### src/rtl/im_loader.sv
// Instruction-memory program loader. Takes a valid/ready byte stream and packs
// it big-endian into 32-bit words. Each word is written at byte address
// word_idx*4, and an XOR checksum of the image is kept. The CPU is held until
// a complete image has been loaded.
module im_loader #(
  parameter int NMEM  = 20,
  parameter int LEN_W = 8
) (
  input  logic             clk,
  input  logic             reset,
  input  logic             start,
  input  logic [LEN_W-1:0] len,
  input  logic             in_valid,
  input  logic [7:0]       in_data,
  output logic             in_ready,
  output logic             im_wr_en,
  output logic [31:0]      im_wr_addr,
  output logic [31:0]      im_wr_data,
  output logic             cpu_hold,
  output logic             done,
  output logic             err,
  output logic [31:0]      checksum
);

  localparam int IDX_W = $clog2(NMEM) + 1;

  typedef enum logic [2:0] {
    S_IDLE,
    S_LOAD,
    S_WRITE,
    S_DONE,
    S_ERROR
  } state_t;

  state_t           state;
  logic [LEN_W-1:0] len_q;
  logic [1:0]       byte_cnt;
  logic [IDX_W-1:0] word_idx;
  logic [31:0]      sr;
  logic             len_ok;
  logic             last_word;
  logic [31:0]      next_word;

  // A requested length is legal when it is non-zero and fits in memory
  always_comb begin
    len_ok    = (len != '0) && (32'(len) <= 32'(NMEM));
    last_word = (32'(word_idx) == (32'(len_q) - 32'd1));
    next_word = {sr[23:0], in_data};
  end

  // Bytes are accepted only while assembling a word; this is decoded from state alone
  assign in_ready = (state == S_LOAD);

  // Loader FSM with registered memory-write and status outputs
  always_ff @(posedge clk or posedge reset) begin
    if (reset) begin
      state      <= S_IDLE;
      len_q      <= '0;
      byte_cnt   <= '0;
      word_idx   <= '0;
      sr         <= '0;
      im_wr_en   <= 1'b0;
      im_wr_addr <= '0;
      im_wr_data <= '0;
      cpu_hold   <= 1'b1;
      done       <= 1'b0;
      err        <= 1'b0;
      checksum   <= '0;
    end else begin
      im_wr_en <= 1'b0;
      case (state)
        // start is handled the same way from every resting state
        S_IDLE, S_DONE, S_ERROR: begin
          if (start) begin
            cpu_hold <= 1'b1;
            done     <= 1'b0;
            if (len_ok) begin
              len_q    <= len;
              byte_cnt <= '0;
              word_idx <= '0;
              checksum <= '0;
              err      <= 1'b0;
              state    <= S_LOAD;
            end else begin
              err   <= 1'b1;
              state <= S_ERROR;
            end
          end
        end
        S_LOAD: begin
          if (in_valid) begin
            sr       <= next_word;
            byte_cnt <= byte_cnt + 2'd1;
            if (byte_cnt == 2'd3) begin
              im_wr_en   <= 1'b1;
              im_wr_data <= next_word;
              im_wr_addr <= 32'({word_idx, 2'b00});
              state      <= S_WRITE;
            end
          end
        end
        S_WRITE: begin
          checksum <= checksum ^ im_wr_data;
          if (last_word) begin
            done     <= 1'b1;
            cpu_hold <= 1'b0;
            state    <= S_DONE;
          end else begin
            word_idx <= word_idx + IDX_W'(1);
            state    <= S_LOAD;
          end
        end
        default: state <= S_IDLE;
      endcase
    end
  end

endmodule
### config.mk
export PLATFORM = sky130hd
export DESIGN_NAME = im_loader
export DESIGN_NICKNAME = d
export VERILOG_FILES = /design/src/rtl/im_loader.sv
export SDC_FILE = /design/constraint.sdc
export NUM_CORES = 1
export LEC_CHECK = 0
export BUFFER_PORTS_ARGS = -buffer_cell sky130_fd_sc_hd__buf_4
export CORE_MARGIN = 2
export CORE_UTILIZATION = 35
export CTS_BUF_LIST = sky130_fd_sc_hd__clkbuf_4 sky130_fd_sc_hd__clkbuf_8 sky130_fd_sc_hd__clkbuf_16
export DETAILED_ROUTE_END_ITERATION = 16
export PLACE_DENSITY = 0.59
export SLEW_MARGIN = 0
export SYNTH_ARGS = -nofsm -noshare
export SYNTH_HDL_FRONTEND = slang
export SYNTH_SLANG_ARGS = --single-unit
### constraint.sdc
create_clock -name clk -period 4.1 [get_ports clk]
set_input_delay 0.82 -clock clk [delete_from_list [all_inputs] [get_ports clk]]
set_output_delay 0.82 -clock clk [all_outputs]
set_load 0.03 [all_outputs]
==> metrics.log <==
[metrics] DRT antenna net count: 0
[metrics] clock latency of the later-clocked register in the worst-skew pair: 410 ps
[metrics] Critical Path Start: len_q[2]
[metrics] Total Wirelength: 11400 µm
[metrics] largest net degree at the start of global routing: 51
[metrics] top cells by area in the synthesized netlist: dfrtp_1, nand2_1, mux2_2
[metrics] die area: 15500 µm²
[metrics] Longest Clk Path Bufs: 2
[metrics] gate count after technology mapping: 483
[metrics] count of cells along the worst register-to-register path: 6
[metrics] number of endpoints failing setup at the final stage: 0
[metrics] slew at the pin with the worst max-slew slack: 991 ps
[metrics] number of vias per cell: 4.67
[metrics] setup slack on the worst flop-to-flop path: 1620 ps
[metrics] post-placement cell count: 744
[metrics] first-pass iteration count of the detailed router: 4
[metrics] worst stage delay on the critical path: 510 ps
[metrics] type of the worst min-delay path: flip-flop to flip-flop
[metrics] proportion of netlist area held by the largest area contributor: 0.569
[metrics] cts-stage hold buffer count: 0
[metrics] clock buffer count from CTS: 17
[metrics] area overhead of the layout relative to synthesis: 28.7%
[metrics] worst slew margin relative to its limit: 0.339
[metrics] cell with the most instances after synthesis: nand2_1
[metrics] share of layout cells above drive strength 1: 0.299
[metrics] status: finished clean
[metrics] Rows: 44
[metrics] highest ir drop seen on vdd: 0.419 mV
[metrics] count of port buffers added during placement: 94
[metrics] utilization after layout: 0.456
[metrics] Synth top cells by count: nand2_1, dfrtp_1, mux2_2, nor2_1, xor2_1
[metrics] HPWL after detailed placement: 7660 µm
[metrics] kind of launch point of the worst setup path: flip-flop
[metrics] sequential-to-total area share from yosys stat: 0.575
[metrics] most area-hungry cell type in the Yosys netlist: dfrtp_1
[metrics] Avg Synthesized Cell Area: 10.6 µm²
[metrics] initial standard-cell utilization of the core: 0.355
[metrics] reg2reg start: len_q[2]
[metrics] shortest clock period the worst path allows after layout: 2480 ps
[metrics] iteration-0 DRC count of the detailed router: 201
[metrics] CP Max Fanout: 14
[metrics] Final TNS setup: 0 ps
[metrics] leading register cell type out of synthesis: dfrtp_1
[metrics] post-CTS setup-driven buffer insertion count: 0
[metrics] origin of the worst min-delay path: sr[18]
[metrics] number of global-route vias before repair: 3717
[metrics] max-slew violation count: 0
[metrics] largest clock skew in the final design: 6.11 ps
[metrics] Yosys warning total: 0
[metrics] final hold violations: 0
[metrics] number of nets in the layout: 602
[metrics] Seq cells post-synth: 117
[metrics] RSZ-0062 raised after global routing: false
[metrics] kind of end point of the critical path: flip-flop
[metrics] total leakage power: 3.32 nW
[metrics] buffer type at the clock tree root: clkbuf_16
[metrics] Die Width: 125 µm
[metrics] overall track demand over capacity in global routing: 0.154
[metrics] core area: 14400 µm²
[metrics] worst path arrival time: 2810 ps
[metrics] CP max-delay cell: or4_4
[metrics] Pwr Density: 834 nW/µm²
[metrics] non-filler cells in the finished layout: 775
[metrics] Crit Path Class: flip-flop to flip-flop
[metrics] max-capacitance violation count: 0
[metrics] cell area after layout: 6560 µm²
[metrics] H-tree depth reported by CTS: 4
[metrics] worst endpoint required time: 4430 ps
[metrics] CTS tree: built
[metrics] Min-Delay Path Depth: 2
[metrics] total via count in the routed design: 3618
[metrics] number of filler cells placed in the layout: 1355
[metrics] gr ovfl total: 0
[metrics] power consumption: 0.00547 W
[metrics] initial antenna violation count: 0
[metrics] Tcrit/Tclk final: 0.605
[metrics] maximum frequency from static timing analysis: 0.403 GHz
[metrics] wire length of the first global-routing pass: 19100 µm
[metrics] cell-by-cell trace of the critical path: or3_1 > or4_4 > o211ai_2 > and4b_4 > or4_1 > a21oi_1
[metrics] clock-pin slew on the worst setup and hold paths: 60 ps
[metrics] GP Congestion: 0.745
[metrics] clock net sink count: 117
[metrics] ANT cells: 0
[metrics] Synth async-reset ratio: 1.00
[metrics] average detailed-routed wire length per instance: 14.7 µm
[metrics] post-synthesis instance area: 5100 µm²
[metrics] EDFF count, synth: 0
[metrics] DR DRC count: 0
[metrics] cell area reported after detailed placement: 5910 µm²
[metrics] die height: 125 µm
[metrics] library cells used by synthesis: 38
[metrics] I/O pin count: 121
[metrics] post-cts sizing count: 0
-- routing by layer --
layer | up-vias | share of wire | global-route usage
met5 | - | 0 | 0
met4 | 0 | 0.0086 | 0.0522
met3 | 6 | 0.055 | 0.0567
met2 | 87 | 0.48 | 0.242
met1 | 1795 | 0.46 | 0.197
li1 | 1730 | - | -
-- cell usage in the layout (no fill, tap or decap), types with 3 or more instances in the layout --
cell type / n
a31oi_1: 4
clkinv_4: 4
dfrtp_1: 116
clkbuf_16: 17
a21oi_1: 4
o211ai_1: 3
inv_1: 7
o21ai_0: 16
nand3_1: 3
mux2_2: 38
xor2_1: 35
nor2_1: 38
nand2_1: 121
buf_4: 100
conb_1: 26
or3_1: 3
nor2b_1: 7
ha_1: 3
o31ai_1: 6
bufinv_16: 5
-- critical path: cells and delay by family (launching register included) --
kind | cells | cell delay, ps
AO/OA/AOI/OAI | 2 | 220
flip-flops | 1 | 430
AND/OR/NAND/NOR | 4 | 1750
-- through the flow --
step	setup WS (ps)	hold WS (ps)
floorplan	181	440
global placement	1640	458
detailed placement	1550	462
CTS	1620	477
global route	1510	505
finish	1620	473
-- cells by family after synthesis --
logic type / share of synthesized area
other: 0.000736
AO/OA/AOI/OAI: 0.0508
XOR/XNOR: 0.0636
flip-flops: 0.575
AND/OR/NAND/NOR: 0.158
multiplexers: 0.0839
adder cells (fa/ha/maj): 0.00736
buffers and inverters: 0.0606
-- final cells by class --
cell class                 count  area [µm²]  area share
sequential                   117        2930       0.447
multi-input combinational    335        1960       0.300
timing repair buffer         100         751       0.114
clock buffer                  17         425      0.0649
tap                          184         230      0.0351
clock inverter                14         226      0.0345
inverter                       8        32.5     0.00496
-- state kept, by name, summed over array words and instances (netlist names) --
name	flops
len_q	8
sr	24
im_wr_addr	6
im_wr_en	1
byte_cnt	2
state	3
cpu_hold	1
checksum	32
im_wr_data	32
done	1
err	1
word_idx	6
-- final timing paths --
path,to
max in group asynchronous,cpu_hold
worst min-delay path,sr[18]
min in group asynchronous,im_wr_data[13]
worst max-delay path,word_idx[5]
worst max register to register,word_idx[5]
worst min register to register,sr[18]
-- power breakdown --
| part | total [W] | leakage [nW] | internal, W | switching, W |
|---|---|---|---|---|
| Clock | 0.00163 | 0.316 | 0.00108 | 0.000541 |
| Combinational | 0.00183 | 1.47 | 0.000726 | 0.00110 |
| Sequential | 0.00202 | 1.53 | 0.00161 | 0.000410 |
| Total | 0.00547 | 3.32 | 0.00342 | 0.00206 |
Power figures use the tool's default switching activity.
